### config.mk
export PLATFORM = sky130hd
export DESIGN_NAME = efuse_pgm
export DESIGN_NICKNAME = d
export VERILOG_FILES = /design/src/rtl/efuse_pkg.sv /design/src/rtl/efuse_tick_cnt.sv /design/src/rtl/efuse_pgm.sv
export SDC_FILE = /design/constraint.sdc
export NUM_CORES = 1
export LEC_CHECK = 0
export ABC_CLOCK_PERIOD_IN_PS = 6820
export BUFFER_PORTS_ARGS = -buffer_cell sky130_fd_sc_hd__buf_2
export CORE_MARGIN = 2
export CORE_UTILIZATION = 60
export DETAILED_ROUTE_END_ITERATION = 7
export GPL_ROUTABILITY_DRIVEN = 0
export PLACE_DENSITY_LB_ADDON = 0.1
export SLEW_MARGIN = 20
export SYNTH_ARGS = -nofsm -noshare
export SYNTH_HDL_FRONTEND = slang
export SYNTH_SLANG_ARGS = --single-unit
export TNS_END_PERCENT = 5
### constraint.sdc
create_clock -name clk -period 6.82 [get_ports clk]
set_input_delay 0 -clock clk [delete_from_list [all_inputs] [get_ports clk]]
set_output_delay 0 -clock clk [all_outputs]
set_load 0.02 [all_outputs]
### src/rtl/efuse_pkg.sv
// Shared eFuse definitions for the program and read controllers: FSM states,
// macro size, inter-pulse gap and the offset-to-data-bit mapping.
package efuse_pkg;

    localparam int EFUSE_BITS  = 256;
    localparam int PGM_GAP_CYC = 2;

    typedef enum logic [2:0] {
        ST_IDLE,
        ST_SETUP,
        ST_ADDR,
        ST_PULSE,
        ST_GAP,
        ST_HOLD
    } efuse_state_e;

    // Offset 8k+j maps to data bit np-8-8k+j so the first byte read lands in the MSBs.
    function automatic logic [7:0] efuseBitIdx(input logic [8:0] np, input logic [7:0] offset);
        logic [8:0] w_idx;
        w_idx = np - 9'd8 - {1'b0, offset[7:3], 3'b000} + {6'b0, offset[2:0]};
        return w_idx[7:0];
    endfunction

endpackage

### src/rtl/efuse_tick_cnt.sv
// Clearable 9-bit tick counter with terminal-count compare, shared by the
// eFuse program and read timing paths.
module efuse_tick_cnt (
    input  logic       clk,
    input  logic       rst_n,
    input  logic       i_clear,
    input  logic [8:0] i_limit,
    output logic       o_done
);

    logic [8:0] r_count;

    assign o_done = (r_count == i_limit);

    always_ff @(posedge clk or negedge rst_n) begin
        if (!rst_n) begin
            r_count <= '0;
        end else if (i_clear) begin
            r_count <= '0;
        end else begin
            r_count <= r_count + 9'd1;
        end
    end

endmodule

### src/rtl/efuse_pgm.sv
// eFuse program controller: burns every '1' bit of a latched segment word with a
// timed AEN pulse under PGMEN. Define EFUSE_PGM_SKIP_ZERO_EN to skip '0' bit slots.
module efuse_pgm
    import efuse_pkg::*;
#(
    parameter int NP   = 64,
    parameter int PSEL = EFUSE_BITS / NP,
    parameter int SW   = (PSEL > 1) ? $clog2(PSEL) : 1
) (
    input  logic          clk,
    input  logic          rst_n,
    input  logic [7:0]    rg_efuse_tpgm,
    input  logic [3:0]    rg_efuse_tsu,
    input  logic [SW-1:0] pgm_sel,
    input  logic [NP-1:0] pgm_data,
    input  logic          pgm_start,
    output logic          pgm_done,
    output logic          busy_pgm,
    output logic          efuse_pgmen_o,
    output logic          efuse_rden_o,
    output logic          efuse_aen_o,
    output logic [7:0]    efuse_addr_o
);

    localparam int OW = $clog2(NP);

    efuse_state_e  r_state;
    logic [NP-1:0] r_data;
    logic [SW-1:0] r_sel;
    logic [7:0]    r_tpgm;
    logic [3:0]    r_tsu;
    logic [OW-1:0] r_offset;
    logic [7:0]    r_addr;
    logic          r_aen;
    logic          r_pgmen;
    logic          r_busy;
    logic          r_done;

    logic [8:0]    w_tickLimit;
    logic          w_tickDone;
    logic [OW-1:0] w_bitIdx;
    logic          w_bit;
    logic          w_lastBit;
    logic [OW-1:0] w_nextOffset;
    logic [7:0]    w_base;
    logic [7:0]    w_nextAddr;

    assign w_bitIdx     = OW'(efuseBitIdx(9'(NP), 8'(r_offset)));
    assign w_bit        = r_data[w_bitIdx];
    assign w_lastBit    = (r_offset == OW'(NP - 1));
    assign w_nextOffset = r_offset + OW'(1);
    assign w_base       = 8'(32'(r_sel) * 32'(NP));
    assign w_nextAddr   = w_base + 8'(w_nextOffset);

    // Every state leaves exactly when its tick count is reached, so the terminal
    // count doubles as the clear that restarts the counter on each state entry.
    always_comb begin
        w_tickLimit = '0;
        case (r_state)
            ST_SETUP, ST_HOLD: w_tickLimit = {5'd0, r_tsu};
            ST_PULSE:          w_tickLimit = {1'b0, r_tpgm};
            ST_GAP:            w_tickLimit = 9'(PGM_GAP_CYC - 1);
            default:           w_tickLimit = '0;
        endcase
    end

    efuse_tick_cnt u_tick (
        .clk     (clk),
        .rst_n   (rst_n),
        .i_clear (w_tickDone),
        .i_limit (w_tickLimit),
        .o_done  (w_tickDone)
    );

    always_ff @(posedge clk or negedge rst_n) begin
        if (!rst_n) begin
            r_state  <= ST_IDLE;
            r_data   <= '0;
            r_sel    <= '0;
            r_tpgm   <= '0;
            r_tsu    <= '0;
            r_offset <= '0;
            r_addr   <= '0;
            r_aen    <= 1'b0;
            r_pgmen  <= 1'b0;
            r_busy   <= 1'b0;
            r_done   <= 1'b0;
        end else begin
            case (r_state)
                ST_IDLE: begin
                    if (pgm_start) begin
                        r_data  <= pgm_data;
                        r_sel   <= pgm_sel;
                        r_tpgm  <= rg_efuse_tpgm;
                        r_tsu   <= rg_efuse_tsu;
                        r_done  <= 1'b0;
                        r_busy  <= 1'b1;
                        r_pgmen <= 1'b1;
                        r_state <= ST_SETUP;
                    end
                end
                ST_SETUP: begin
                    if (w_tickDone) begin
                        r_offset <= '0;
                        r_addr   <= w_base;
                        r_state  <= ST_ADDR;
                    end
                end
                ST_ADDR: begin
`ifdef EFUSE_PGM_SKIP_ZERO_EN
                    if (w_bit) begin
                        r_aen   <= 1'b1;
                        r_state <= ST_PULSE;
                    end else if (w_lastBit) begin
                        r_state <= ST_HOLD;
                    end else begin
                        r_offset <= w_nextOffset;
                        r_addr   <= w_nextAddr;
                    end
`else
                    r_aen   <= w_bit;
                    r_state <= ST_PULSE;
`endif
                end
                ST_PULSE: begin
                    if (w_tickDone) begin
                        r_aen   <= 1'b0;
                        r_state <= ST_GAP;
                    end
                end
                ST_GAP: begin
                    if (w_tickDone) begin
                        if (w_lastBit) begin
                            r_state <= ST_HOLD;
                        end else begin
                            r_offset <= w_nextOffset;
                            r_addr   <= w_nextAddr;
                            r_state  <= ST_ADDR;
                        end
                    end
                end
                ST_HOLD: begin
                    if (w_tickDone) begin
                        r_pgmen <= 1'b0;
                        r_busy  <= 1'b0;
                        r_done  <= 1'b1;
                        r_state <= ST_IDLE;
                    end
                end
                default: r_state <= ST_IDLE;
            endcase
        end
    end

    assign pgm_done      = r_done;
    assign busy_pgm      = r_busy;
    assign efuse_pgmen_o = r_pgmen;
    assign efuse_rden_o  = 1'b0;
    assign efuse_aen_o   = r_aen;
    assign efuse_addr_o  = r_addr;

endmodule

==> out/summary.md <==
## Global route
- global routing usage on met2: 45.2%
- overall fraction of global-route tracks in use: 26.3%
- met1 Usage GRT: 33.6%
- most congested layer reported by global routing: met2
- largest net degree at the start of global routing: 81
- number of global-route vias before repair: 3,742
- GRT Residual Overflow: 0
- wire length of the first global-routing pass: 17.9 mm
- initial antenna violation count: 0
- met3 Use GR: 5.06%

## Cells and area
- commonest non-fill, non-tap cell in the layout: dfrtp_1
- FF/Latch Area: 0.00253 mm2
- post-route core utilization: 81.5%
- # diodes: 0
- post-layout instance area: 0.00636 mm2
- layout overhead on the synthesized area: 30.6%
- fraction of layout cells with a size suffix above 1: 40.2%
- number of fill cells: 482
- total area of multi-input combinational cells: 0.00220 mm2
- commonest cells after routing, fill and taps aside: 101 x dfrtp_1, 91 x buf_2, 80 x dlygate4sd3_1
- net count of the finished layout: 608

## STA
- Fmax achieved: 0.319 GHz
- clock tree skew after final layout: 0.0153 ns
- relative slew slack: 28.5%
- clock period minus worst slack: 3.14 ns
- total negative slack: 0 ns
- unrepaired setup endpoints after global routing: no
- number of pins exceeding their max-slew limit in the final report: 0
- final worst-path cycle share: 46.0%
- total count of hold-check failures in the final report: 0
- Worst Tran Pin Value: 1.07 ns
- final number of setup-violating endpoints: 0

## Synth
- Cell Area, Synth: 0.00487 mm2
- Mean Syn Cell Area: 13.3 um2
- gate count of the mapped netlist: 366
- dominant synthesized flop cell: dfrtp_1
- net count after synthesis: 449
- Seq/Total Area, Yosys: 51.9%
- count of cell types in the netlist: 56
- number of flip-flops and latches in the synthesized netlist: 101
- count of yosys warnings during synthesis: 0
- number of synthesized flops with an enable pin: 0
- share of flip-flops with an asynchronous set or reset after synthesis: 100%

## Clock network
- total CTS buffers: 9
- Num Clock Sinks: 101
- clock transition at the register clock pins on the worst setup and hold paths after CTS: 0.10 ns
- post-CTS setup buffers: 0
- CTS Root Cell: clkbuf_8
- level count of the clock H-tree: 3
- worst-skew pair later-pin latency: 0.38 ns
- TritonCTS clock tree: yes
- buffers from clock root to sink, at most: 2

## Critical path
- critical path class: reg -> reg
- worst-path maximum fanout: 18
- Largest delay share family, worst path: simple AND/OR/NAND/NOR gates
- Critical Path Sink Type: register
- data required time at the worst endpoint: 7.09 ns
- worst stage delay on the critical path: 0.75 ns
- Arrival @ worst endpoint: 3.41 ns
- cells along the critical path: nand3b_1 > and2_4 > or4b_1 > o311a_1 > nor3_2 > o21ai_0 > a32o_1
- buffer and inverter count on the worst path: 0
- nature of the critical path startpoint: register
- Slowest-stage cell, CP: nor3_2

## Power and ir drop
- Final Total Pwr: 1070 uW
- VDD IR max: 0.160 mV
- Pwr per Cell Area: 169 mW/mm2
- reported leakage power: 0.00310 uW

## Placement
- cell area reported after detailed placement: 0.00535 mm2
- detailed placement HPWL: 6.42 mm
- IO buf count: 92

## Die
- standard-cell rows: 32
- initial core utilization: 62.4%
- die width: 94.1 um
- die height: 94.1 um
- Core Box Area: 0.00781 mm2
- IO Count: 94
- Die Footprint: 0.00885 mm2

## Worst hold path
- HP Class: in -> async

## Detailed routing
- Pre-antenna DRT Iters: 4
- overall via count from detail_route: 3,505
- vias per std cell: 5.55
- number of DRC markers in iteration 0: 128
- drt wl/cell: 16.7 um
- WL final: 10.6 mm
- DRT antenna net count: 0
- remaining routing DRC violations: 0

## Job
- max-capacitance violation count: 0

## Run status
- result of the run: finished, final reports clean

-- metrics by stage --
stage	instances	hold WS [ns]	worst slack [ns]
finish	632	0.0710	3.68
global placement	536	-0.0567	3.88
detailed placement	536	-0.0517	3.76
floorplan	366	-0.296	4.26
CTS	632	0.0815	3.72
global route	632	0.120	3.51
-- where the power goes --
group	leakage [uW]	internal [uW]	switching, uW
sequential	0.00139	598	0
combinational	0.00161	46.4	24.5
clock	0.000105	179	226
total	0.00310	823	250
-- what timing repair did --
| item | 4_1_cts | 5_1_grt |
|---|---|---|
| gates resized for setup | 0 | 0 |
| hold endpoints to repair | 108 | 0 |
| endpoints found under the setup margin | 0 | 0 |
| hold buffers | 80 | 0 |
-- registers in the layout (all words and copies together) (netlist names), 2 cells and up --
register        flops
efuse_addr_o        3
r_data             64
r_offset            5
r_sel               2
r_state             3
r_tpgm              8
r_tsu               4
u_tick.r_count      9
-- synthesized netlist by cell type, types with 2 or more instances --
cell | count | share of area, %
o21ai_0 | 4 | 0.41
nand3b_1 | 6 | 0.92
mux2_2 | 78 | 18
mux2i_1 | 8 | 1.6
a21o_1 | 2 | 0.31
buf_2 | 4 | 0.41
nor2_1 | 17 | 1.3
and3_1 | 4 | 0.51
clkbuf_1 | 16 | 1.2
mux2_4 | 2 | 0.62
nand3_1 | 11 | 1.1
xor2_1 | 4 | 0.72
nand2b_1 | 3 | 0.39
o32ai_1 | 2 | 0.36
nor3_1 | 8 | 0.82
nor4_1 | 2 | 0.26
inv_1 | 4 | 0.31
buf_4 | 3 | 0.46
mux4_2 | 16 | 7.4
xnor2_1 | 9 | 1.6
a21oi_1 | 3 | 0.31
a211o_1 | 3 | 0.54
or3_1 | 2 | 0.26
nor3b_1 | 2 | 0.31
nor2b_1 | 5 | 0.64
dfrtp_1 | 101 | 52
nor4bb_1 | 2 | 0.41
a2111oi_0 | 2 | 0.36
a31oi_1 | 4 | 0.51
ha_1 | 2 | 0.51
nand2_1 | 9 | 0.69
or2_2 | 2 | 0.26
buf_6 | 2 | 0.46
o311ai_0 | 2 | 0.36
-- area by class of cell --
cell class | instances | share of cell area (%)
clock buffer | 9 | 1.95
clock inverter | 7 | 1.36
inverter | 5 | 0.295
multi-input combinational | 234 | 34.6
sequential | 101 | 39.7
tap | 102 | 2.01
timing repair buffer | 174 | 20.1
-- routing by layer --
layer / share of wire [%] / vias to the layer above
met2: 51 / 75
li1: - / 1660
met3: 4.0 / 17
met5: 0 / -
met4: 1.8 / 0
met1: 43 / 1753
-- final timing paths --
path	end	cells past startpoint	slack [ns]	from
worst max-delay path	r_state[2]	7	3.68	r_state[1]
worst min-delay path	r_tsu[1]	2	0.07	rst_n
worst max register to register	r_state[2]	7	3.68	r_state[1]
worst min register to register	r_data[61]	1	0.51	r_data[61]
max in group asynchronous	r_data[5]	3	5.54	rst_n
min in group clk	r_data[44]	3	0.37	pgm_data[44]
-- logic make-up (layout without fill, tap and decap cells) --
group / count (synthesis) / after routing / share of synthesized area [%]
other cells: 1 / 1 / 0.0770
compound gates: 31 / 31 / 4.73
mux: 104 / 104 / 27.7
buf+inv: 31 / 195 / 3.03
xor+xnor: 13 / 13 / 2.34
flops: 101 / 101 / 51.9
simple gates: 83 / 83 / 9.74
fa+ha+maj: 2 / 2 / 0.514
(Power assumes the default switching activity.)
